`src/rtl/pll_lock_rst_seq_pkg.sv`:
```
// pll_seq_pkg: shared definitions for the PLL lock / reset sequencer.
//   - seq_state_e : sequencer states
//   - DEF_*       : default parameter values
//   - cnt_w()     : width of a counter that must hold 0 .. n-1
package pll_seq_pkg;

  typedef enum logic [1:0] {
    WAIT_LOCK = 2'd0,
    FILTER    = 2'd1,
    RELEASE   = 2'd2,
    RUN       = 2'd3
  } seq_state_e;

  localparam int DEF_NUM_CH      = 4;
  localparam int DEF_LOCK_FILTER = 16;
  localparam int DEF_REL_DELAY   = 8;
  localparam int DEF_CNT_W       = 8;
  localparam int DEF_TIMEOUT_CYC = 65536;

  // A counter that only ever holds 0 .. n-1 still needs at least one bit.
  function automatic int cnt_w(input int n);
    return (n <= 1) ? 1 : $clog2(n);
  endfunction

endpackage

```
`src/rtl/pll_lock_rst_seq_if.sv`:
```
// pll_lock_rst_seq_if: signal bundle between the CCC lock outputs, the
// soft-reset source and the subsystem reset tree.
//   pll_lock      : raw asynchronous PLL lock inputs (NUM_CH)
//   soft_rst      : synchronous pulse, restarts the reset sequence
//   ch_reset      : per-domain resets, active high (NUM_CH)
//   all_ready     : every domain out of reset
//   lock_lost_cnt : saturating lock-loss event count (CNT_W)
//   lock_timeout  : sticky WAIT_LOCK timeout flag
// master = driver of lock/soft reset, slave = the sequencer.
interface pll_lock_rst_seq_if #(
  parameter int NUM_CH = 4,
  parameter int CNT_W  = 8
);
  logic [NUM_CH-1:0] pll_lock;
  logic              soft_rst;
  logic [NUM_CH-1:0] ch_reset;
  logic              all_ready;
  logic [CNT_W-1:0]  lock_lost_cnt;
  logic              lock_timeout;

  modport master (
    output pll_lock, soft_rst,
    input  ch_reset, all_ready, lock_lost_cnt, lock_timeout
  );

  modport slave (
    input  pll_lock, soft_rst,
    output ch_reset, all_ready, lock_lost_cnt, lock_timeout
  );
endinterface

```
`src/rtl/pll_lock_rst_seq_sync.sv`:
```
// pll_lock_sync: WIDTH-bit two-flop synchroniser for asynchronous lock inputs.
//   clk   : destination clock
//   reset : synchronous active-high reset, clears both stages
//   d     : asynchronous input bits
//   q     : synchronised output bits
module pll_lock_sync #(
  parameter int WIDTH = 4
) (
  input  logic             clk,
  input  logic             reset,
  input  logic [WIDTH-1:0] d,
  output logic [WIDTH-1:0] q
);

  logic [WIDTH-1:0] meta_q;
  logic [WIDTH-1:0] sync_q;

  always_ff @(posedge clk) begin
    if (reset) begin
      meta_q <= '0;
      sync_q <= '0;
    end else begin
      meta_q <= d;
      sync_q <= meta_q;
    end
  end

  assign q = sync_q;

endmodule

```
`src/rtl/pll_lock_rst_seq.sv`:
```
// pll_lock_rst_seq: supervises NUM_CH PLL lock signals, qualifies them with a
// stability filter and releases the per-domain resets one by one, bit 0 first,
// REL_DELAY cycles apart. Any lock loss while releasing or running re-asserts
// every reset and bumps a saturating counter; soft_rst restarts the sequence
// without counting.
//   clk   : free-running supervisor clock
//   reset : synchronous active-high reset
//   bus   : pll_lock_rst_seq_if slave (lock inputs, soft reset, outputs)
// Optional feature macro LOCK_TIMEOUT_EN: adds a WAIT_LOCK dwell timer that
// sets the sticky lock_timeout flag after TIMEOUT_CYC cycles. Without it,
// lock_timeout is tied low.
//
// state     | meaning
// ----------+-----------------------------------------------------------
// WAIT_LOCK | all resets asserted, waiting for every lock to be high
// FILTER    | all locks high, counting LOCK_FILTER stable cycles
// RELEASE   | dropping ch_reset bits in ascending order, REL_DELAY apart
// RUN       | all domains released, all_ready high
module pll_lock_rst_seq
  import pll_seq_pkg::*;
#(
  parameter int NUM_CH      = DEF_NUM_CH,
  parameter int LOCK_FILTER = DEF_LOCK_FILTER,
  parameter int REL_DELAY   = DEF_REL_DELAY,
  parameter int CNT_W       = DEF_CNT_W,
  parameter int TIMEOUT_CYC = DEF_TIMEOUT_CYC
) (
  input logic               clk,
  input logic               reset,
  pll_lock_rst_seq_if.slave bus
);

  localparam int FCNT_W = cnt_w(LOCK_FILTER);
  localparam int DLY_W  = cnt_w(REL_DELAY);
  localparam int IDX_W  = cnt_w(NUM_CH);

  localparam logic [FCNT_W-1:0] FCNT_LAST = FCNT_W'(LOCK_FILTER - 1);
  localparam logic [DLY_W-1:0]  DLY_LAST  = DLY_W'(REL_DELAY - 1);
  localparam logic [IDX_W-1:0]  IDX_LAST  = IDX_W'(NUM_CH - 1);

  if (NUM_CH < 1 || LOCK_FILTER < 1 || REL_DELAY < 1 || CNT_W < 1 ||
      TIMEOUT_CYC < 1) begin : g_bad_param
    $error("pll_lock_rst_seq: parameters must all be >= 1");
  end

  logic [NUM_CH-1:0] lock_sync;
  logic              lock_all;

  seq_state_e        state_q, state_d;
  logic [FCNT_W-1:0] fcnt_q, fcnt_d;
  logic [DLY_W-1:0]  dly_q, dly_d;
  logic [IDX_W-1:0]  idx_q, idx_d;
  logic [NUM_CH-1:0] ch_reset_q, ch_reset_d;
  logic              all_ready_q, all_ready_d;
  logic [CNT_W-1:0]  cnt_q, cnt_d;

  pll_lock_sync #(
    .WIDTH (NUM_CH)
  ) u_sync (
    .clk   (clk),
    .reset (reset),
    .d     (bus.pll_lock),
    .q     (lock_sync)
  );

  assign lock_all = &lock_sync;

  always_comb begin
    state_d     = state_q;
    fcnt_d      = fcnt_q;
    dly_d       = dly_q;
    idx_d       = idx_q;
    ch_reset_d  = ch_reset_q;
    all_ready_d = all_ready_q;
    cnt_d       = cnt_q;

    case (state_q)
      WAIT_LOCK: begin
        ch_reset_d  = '1;
        all_ready_d = 1'b0;
        if (lock_all) begin
          state_d = FILTER;
          fcnt_d  = '0;
        end
      end

      FILTER: begin
        // Nothing has been released yet, so dropping back costs nothing
        // and is not a counted loss.
        if (!lock_all || bus.soft_rst) begin
          state_d = WAIT_LOCK;
        end else if (fcnt_q == FCNT_LAST) begin
          state_d = RELEASE;
          dly_d   = '0;
          idx_d   = '0;
        end else begin
          fcnt_d = fcnt_q + 1'b1;
        end
      end

      RELEASE, RUN: begin
        if (!lock_all || bus.soft_rst) begin
          state_d     = WAIT_LOCK;
          ch_reset_d  = '1;
          all_ready_d = 1'b0;
          // Lock loss wins over a coincident soft reset and is counted once.
          if (!lock_all && (cnt_q != {CNT_W{1'b1}})) begin
            cnt_d = cnt_q + 1'b1;
          end
        end else if (state_q == RELEASE) begin
          if (dly_q == DLY_LAST) begin
            dly_d      = '0;
            ch_reset_d = ch_reset_q & ~(NUM_CH'(1) << idx_q);
            if (idx_q == IDX_LAST) begin
              state_d     = RUN;
              all_ready_d = 1'b1;
            end else begin
              idx_d = idx_q + 1'b1;
            end
          end else begin
            dly_d = dly_q + 1'b1;
          end
        end
      end

      default: begin
        state_d     = WAIT_LOCK;
        ch_reset_d  = '1;
        all_ready_d = 1'b0;
      end
    endcase
  end

  always_ff @(posedge clk) begin
    if (reset) begin
      state_q     <= WAIT_LOCK;
      fcnt_q      <= '0;
      dly_q       <= '0;
      idx_q       <= '0;
      ch_reset_q  <= '1;
      all_ready_q <= 1'b0;
      cnt_q       <= '0;
    end else begin
      state_q     <= state_d;
      fcnt_q      <= fcnt_d;
      dly_q       <= dly_d;
      idx_q       <= idx_d;
      ch_reset_q  <= ch_reset_d;
      all_ready_q <= all_ready_d;
      cnt_q       <= cnt_d;
    end
  end

  assign bus.ch_reset      = ch_reset_q;
  assign bus.all_ready     = all_ready_q;
  assign bus.lock_lost_cnt = cnt_q;

`ifdef LOCK_TIMEOUT_EN
  localparam int TMR_W = cnt_w(TIMEOUT_CYC);
  localparam logic [TMR_W-1:0] TMR_LAST = TMR_W'(TIMEOUT_CYC - 1);

  logic [TMR_W-1:0] tmr_q, tmr_d;
  logic             timeout_q, timeout_d;

  // Timer holds at its last value once the flag is set; the flag only
  // reports, it never alters sequencing.
  always_comb begin
    tmr_d     = tmr_q;
    timeout_d = timeout_q;
    if (state_q != WAIT_LOCK) begin
      tmr_d = '0;
    end else if (tmr_q == TMR_LAST) begin
      timeout_d = 1'b1;
    end else begin
      tmr_d = tmr_q + 1'b1;
    end
  end

  always_ff @(posedge clk) begin
    if (reset) begin
      tmr_q     <= '0;
      timeout_q <= 1'b0;
    end else begin
      tmr_q     <= tmr_d;
      timeout_q <= timeout_d;
    end
  end

  assign bus.lock_timeout = timeout_q;
`else
  assign bus.lock_timeout = 1'b0;
`endif

endmodule

```
`src/flat_wrapper.sv`:
```
// flat-port wrapper written by rule: the top's interface ports become plain ports
module pll_lock_rst_seq_flat import pll_seq_pkg::*;
#(
  parameter int NUM_CH      = DEF_NUM_CH,
  parameter int LOCK_FILTER = DEF_LOCK_FILTER,
  parameter int REL_DELAY   = DEF_REL_DELAY,
  parameter int CNT_W       = DEF_CNT_W,
  parameter int TIMEOUT_CYC = DEF_TIMEOUT_CYC
)
  (clk, reset, bus_pll_lock, bus_soft_rst, bus_ch_reset, bus_all_ready, bus_lock_lost_cnt, bus_lock_timeout);
  pll_lock_rst_seq_if #(.NUM_CH(NUM_CH), .CNT_W(CNT_W)) bus_i ();
  input logic clk;
  input logic reset;
  input wire logic [$bits(bus_i.pll_lock)-1:0] bus_pll_lock;
  input wire logic [$bits(bus_i.soft_rst)-1:0] bus_soft_rst;
  output wire logic [$bits(bus_i.ch_reset)-1:0] bus_ch_reset;
  output wire logic [$bits(bus_i.all_ready)-1:0] bus_all_ready;
  output wire logic [$bits(bus_i.lock_lost_cnt)-1:0] bus_lock_lost_cnt;
  output wire logic [$bits(bus_i.lock_timeout)-1:0] bus_lock_timeout;
  assign bus_i.pll_lock = bus_pll_lock;
  assign bus_i.soft_rst = bus_soft_rst;
  assign bus_ch_reset = bus_i.ch_reset;
  assign bus_all_ready = bus_i.all_ready;
  assign bus_lock_lost_cnt = bus_i.lock_lost_cnt;
  assign bus_lock_timeout = bus_i.lock_timeout;
  pll_lock_rst_seq #(.NUM_CH(NUM_CH), .LOCK_FILTER(LOCK_FILTER), .REL_DELAY(REL_DELAY), .CNT_W(CNT_W), .TIMEOUT_CYC(TIMEOUT_CYC)) u_core (.clk(clk), .reset(reset), .bus(bus_i));
endmodule
```
`config.mk`:
```
export PLATFORM = sky130hd
export DESIGN_NAME = pll_lock_rst_seq_flat
export DESIGN_NICKNAME = d
export VERILOG_FILES = /design/src/rtl/pll_lock_rst_seq_pkg.sv /design/src/rtl/pll_lock_rst_seq_if.sv /design/src/rtl/pll_lock_rst_seq_sync.sv /design/src/rtl/pll_lock_rst_seq.sv /design/src/flat_wrapper.sv
export SDC_FILE = /design/constraint.sdc
export NUM_CORES = 1
export LEC_CHECK = 0
export CAP_MARGIN = 5
export CORE_UTILIZATION = 45
export DETAILED_ROUTE_END_ITERATION = 8
export PLACE_DENSITY_LB_ADDON = 0.05
export SKIP_CTS_REPAIR_TIMING = 1
export SYNTH_ARGS = -nofsm -noshare
export SYNTH_HDL_FRONTEND = slang
export SYNTH_SLANG_ARGS = --single-unit
```
`constraint.sdc`:
```
create_clock -name clk -period 4.62 [get_ports clk]
set_input_delay 0.924 -clock clk [delete_from_list [all_inputs] [get_ports clk]]
set_output_delay 0.924 -clock clk [all_outputs]
set_load 0.05 [all_outputs]
```
==> After elaboration in Yosys (flattened, before gate mapping) <==
Cells that the tools add are included.
{ "totals": {"inputBits": 7, "register_bits": 32, "out_inout_bits": 14} }
{ "op_classes": {"reduce_logical": 16, "n_mux": 34, "n_bitwise": 2, "addsub": 4, "shift": 1, "eq_ne": 19} }
{ "op_table": {"columns": ["operator", "n"], "rows": [
  ["two-way mux 2 bit", 13],
  ["two-way mux 4 bit", 6],
  ["one-hot mux 4 bit (2 select lines)", 2],
  ["two-way mux 3 bit", 5],
  ["!= test 3 x 1 -> 1 bit, second input constant", 4],
  ["AND reduction 4 bit", 3],
  ["AND reduction 5 bit", 2],
  ["adder 8 x 1 -> 8 bit, second input constant", 1],
  ["!= test 2 x 1 -> 1 bit, second input constant", 4],
  ["!= test 2 bit, second input constant", 4],
  ["!= test 8 bit, second input constant", 1],
  ["AND reduction 7 bit", 1],
  ["== test 2 bit, second input constant", 3],
  ["one-hot mux 2 bit (3 select lines)", 1],
  ["one-hot mux 3 bit (2 select lines)", 1],
  ["AND reduction 3 bit", 2],
  ["nonzero test 2 bit", 3],
  ["adder 4 x 1 -> 4 bit, second input constant", 1],
  ["AND 4 bit", 1],
  ["== test 4 bit, second input constant", 1],
  ["two-way mux 1 bit", 4],
  ["inverter 4 bit", 1],
  ["one-hot mux 2 bit (2 select lines)", 1],
  ["<< shifter 1 x 2 -> 4 bit, first input constant", 1],
  ["other kinds (10)", 10]
]} }

==> Logic depth before layout (Yosys ltp) <==
{ "logic_depth": {"depth_word": 7, "ltp_mapped": 6} }

==> Cells and area by module <==
From an unflattened synthesis, not the netlist that was laid out.
{ "unflattened": {"hier_cells": 171, "area_unflattened_um2": 1532.7} }
{ "by_module_without_submodules": {"columns": ["mod", "cells_each", "n_inst", "area_each_um2", "seq_area_each_um2"], "rows": [
  ["pll_lock_rst_seq", 155, 1, 1322.5, 480.5],
  ["pll_lock_sync", 16, 1, 210.2, 160.2]
]} }

==> Worst setup path after synthesis <==
OpenSTA, ideal clock, no wires.
{ "synth_timing": {"kind": "input -> register", "startpoint": "input port bus_soft_rst", "endpoint": "register u_core.fcnt_q[0]", "setup_ns": 0.075, "n_path_buf": 1, "required_ns": 4.545, "arrival_ns": 1.870, "setup_slack_ns": 2.675, "cell_stages": 4, "path_cell_list": "or2_0 buf_2 or4_1 a31oi_1"} }
{ "synth_via": {"elab_chain_len": 3} }
{ "synth_rtl": {"columns": ["item", "line_no", "rtl"], "rows": [
  ["from (decl)", "flat_wrapper.sv:15", "input wire logic [$bits(bus_i.soft_rst)-1:0] bus_soft_rst;"],
  ["logical OR 1 bit", "pll_lock_rst_seq.sv:90", "if (!lock_all || bus.soft_rst) begin"],
  ["!= test 2 bit (no source line)", null, null],
  ["AND reduction 4 bit (no source line)", null, null],
  ["to (signal assigned)", "pll_lock_rst_seq.sv:145", "fcnt_q <= fcnt_d;"],
  ["to (decl)", "pll_lock_rst_seq.sv:50", "logic [FCNT_W-1:0] fcnt_q, fcnt_d;"]
]} }
No other way between the ends.
A chain may end at the register's enable or synchronous reset.

==> Final worst setup path <==
{ "layout_timing": {"startpoint": "register u_core.cnt_q[2], in the netlist u_core.bus.lock_lost_cnt[2]", "endpoint": "output port bus_lock_lost_cnt[2]"} }
{ "layout_lines": {"columns": ["item", "line_no", "rtl"], "rows": [
  ["from (decl)", "pll_lock_rst_seq.sv:55", "logic [CNT_W-1:0] cnt_q, cnt_d;"],
  ["from (signal assigned)", "pll_lock_rst_seq.sv:150", "cnt_q <= cnt_d;"],
  ["to (decl)", "flat_wrapper.sv:18", "output wire logic [$bits(bus_i.lock_lost_cnt)-1:0] bus_lock_lost_cnt;"]
]} }
No word-level cell between the ends.

==> metrics.cfg <==
[detailed_routing]
drt-met1-wl_um=1260
vias_per_cell=5.300
routed_wl_um=2720
dr.first_iter.drc_count=12
route.met2.wl_um=1310
ant_nets=0
highest_layer=met4
route.detailed.drc=0
wl_met3_um=101
via_count=1166
dr.pass1.iters=4
routedWlPerCell_um=12.36

[timing]
fin_crit_sh=0.5535
setup_tns_ns=0
worstMarginPinSlew_ns=0.9078
drv_slew=0
period_needed_ns=2.557
finalHoldViolCount=0
skew_ns=0.005253
fmax_mhz=391.0
whs_ns=0.4482
grt_setup_unrepaired=false
slew_headroom=0.3929
setup_violations=0

[global_route]
grt_use_total=0.1899
grt_pass1_vias=1129
grt_remaining_overflow=0
grt_pass1_wl_um=4843
grt_antenna_before_repair=0
grt_max_degree=27

[synth]
synth_edf_count=0
syn-num-nets=173
seq_area_frac_synth=0.4476
yosysTopAreaCell=dfxtp_1
yosys_register_bits=32
syn_inst=158
yosys-top-cells-area=dfxtp_1 (45%), ha_1 (7.0%), nor2b_1 (5.2%), a21oi_1 (4.5%), o21ai_0 (4.5%)
yosys.area.top_type_share=0.4476
ys_warn_count=0
async_flop_share=0
postSynthAreaPerCell_um2=9.059
synthesis.area_um2=1431
synth_flop_cell=dfxtp_1
ys_types=37

[setup_path]
r2r_setup_slack_ns=2.53
cp_cell_sequence=clkdlybuf4s50_1
cp-start-kind=flop
r2r_start=u_core.u_sync.q[2]
cp.arrival_ns=1.63
critical_path_class=flop to primary output
r2r_cells=4
cp.depth=1
slowest_stage=clkdlybuf4s50_1
endpoint_kind=primary output
cp_slowest_stage_delay_ns=0.85
r2r-end=u_core.fcnt_q[0]
crit_buf_inv=1
worst-path-max-fanout=6
cpLargestDelayFamily=buffers and inverters
required_ns=3.70

[status]
status=finished clean

[cells_and_area]
seqCellArea_um2=640.6
syn2layout_area_growth_pct=19.93
layout-drive-gt1-share=0.05682
n_antenna_cell=0
final_nets=190
n_fill_cell=287
multi_input_area_um2=724.4

[cts]
clk_latency_ns=0.33
path_clk_slew_ns=0.10
clockRootBuffer=clkbuf_4
clockBufferDepth=2
h-tree-depth=2
cts.sinks=32
numCtsBuffers=5
tritoncts=done

[floorplan]
start_util=0.4727
ios=21
fp-row-count=20
die_w_um=58.40
die-height_um=58.40
core_um2=3028
dieArea_um2=3411

[min_path]
hp-class=flop to flop
whs_endpoint=u_core.u_sync.q[0]
hp-start=u_core.u_sync.meta_q[0]
min_path_cells=1

[power_and_ir_drop]
peakVddDrop_mv=0.1673
p_leak_uw=0.0005997
powerDensity_nw_per_um2=292.5

[placed_design]
dp_hpwl_um=1913
port_buffers=19
gp_congestion=0.7549

[run]
cap_violations=0

-- synthesized netlist by cell type (3+ instances only) --
master / instances
or4_1: 3
dfxtp_1: 32
nand4_1: 4
o21ai_0: 13
nor2b_1: 12
ha_1: 8
nand2_1: 3
nand3_1: 4
clkbuf_1: 6
a21o_1: 5
nor2_1: 9
inv_1: 7
o31ai_1: 3
nor3_1: 3
nand4b_1: 3
or3_1: 4
a21oi_1: 13
-- how the worst max path moves through the flow --
stage	start	end	slack (ns)
floorplan	bus_soft_rst	u_core.fcnt_q[0]	2.68
global placement	reset	u_core.bus.all_ready	1.83
detailed placement	reset	u_core.bus.all_ready	1.76
CTS	u_core.bus.lock_lost_cnt[2]	bus_lock_lost_cnt[2]	2.04
global route	reset	u_core.bus.all_ready	1.89
finish	u_core.bus.lock_lost_cnt[2]	bus_lock_lost_cnt[2]	2.06
-- kinds of logic after synthesis --
| family | after synthesis | share of synthesized area |
|---|---|---|
| simple gates | 52 | 0.2107 |
| other cells | 1 | 0.002620 |
| compound gates | 43 | 0.1836 |
| xor+xnor | 4 | 0.02448 |
| mux | 2 | 0.01486 |
| buf+inv | 16 | 0.04633 |
| fa+ha+maj | 8 | 0.06993 |
| flops | 32 | 0.4475 |
-- sequential cells by signal, indices dropped and copies added, names as in the netlist --
| signal | count |
|---|---|
| u_core.fcnt_q | 4 |
| u_core.dly_q | 3 |
| u_core.bus.all_ready | 1 |
| u_core.bus.lock_lost_cnt | 8 |
| u_core.u_sync.q | 4 |
| u_core.bus.ch_reset | 4 |
| u_core.idx_q | 2 |
| u_core.u_sync.meta_q | 4 |
| u_core.state_q | 2 |
-- placed cells by master (no fill, tap or decap), drive strengths merged, types with 2 or more instances in the layout --
master / Yosys / routed
dfxtp: 32 / 32
clkdlybuf4s50: 0 / 19
o21ai: 13 / 13
a21oi: 13 / 13
nor2b: 12 / 12
nor2: 9 / 9
ha: 8 / 8
inv: 7 / 7
a21o: 5 / 5
clkbuf: 6 / 5
nand4: 4 / 4
nand3: 4 / 4
or3: 4 / 4
o31ai: 3 / 3
nand4b: 3 / 3
nor3: 3 / 3
or4: 3 / 3
nand2: 3 / 3
nor4: 2 / 2
xnor2: 2 / 2
a31oi: 2 / 2
a211oi: 2 / 2
xor2: 2 / 2
o211ai: 2 / 2
-- cell type report --
class / count / area share
inverters: 7 / 0.01531
flip-flops and latches: 32 / 0.3732
well taps: 44 / 0.03207
clock buffers: 5 / 0.02187
clock inverters: 3 / 0.02478
multi-input cells: 110 / 0.4220
repair buffers: 19 / 0.1108
-- per-stage QoR --
step                cell area, um2    util  power (uW)  cells  setup slack, ns
floorplan                     1431       -       293.2    158            2.675
global placement              1637  0.5405       299.5    212            1.829
detailed placement            1637  0.5405       299.9    212            1.757
CTS                           1717  0.5669       508.7    220            2.045
global route                  1717  0.5669       528.0    220            1.890
finish                        1717  0.5669       502.1    220            2.063
-- report_power, final --
group	internal [uW]	total [uW]	leakage (uW)	switching [uW]
clock	113	209	0.0000412	96.0
combinational	6.37	13.8	0.000299	7.39
sequential	279	280	0.000260	0.665
total	398	502	0.000600	104
-- layer usage --
layer	global-route usage	vias to the layer above
met1	0.2201	543
li1	-	597
met4	0.08844	0
met5	0	-
met2	0.3186	20
met3	0.06154	6
Note: power is estimated with default switching activity, not from simulation.
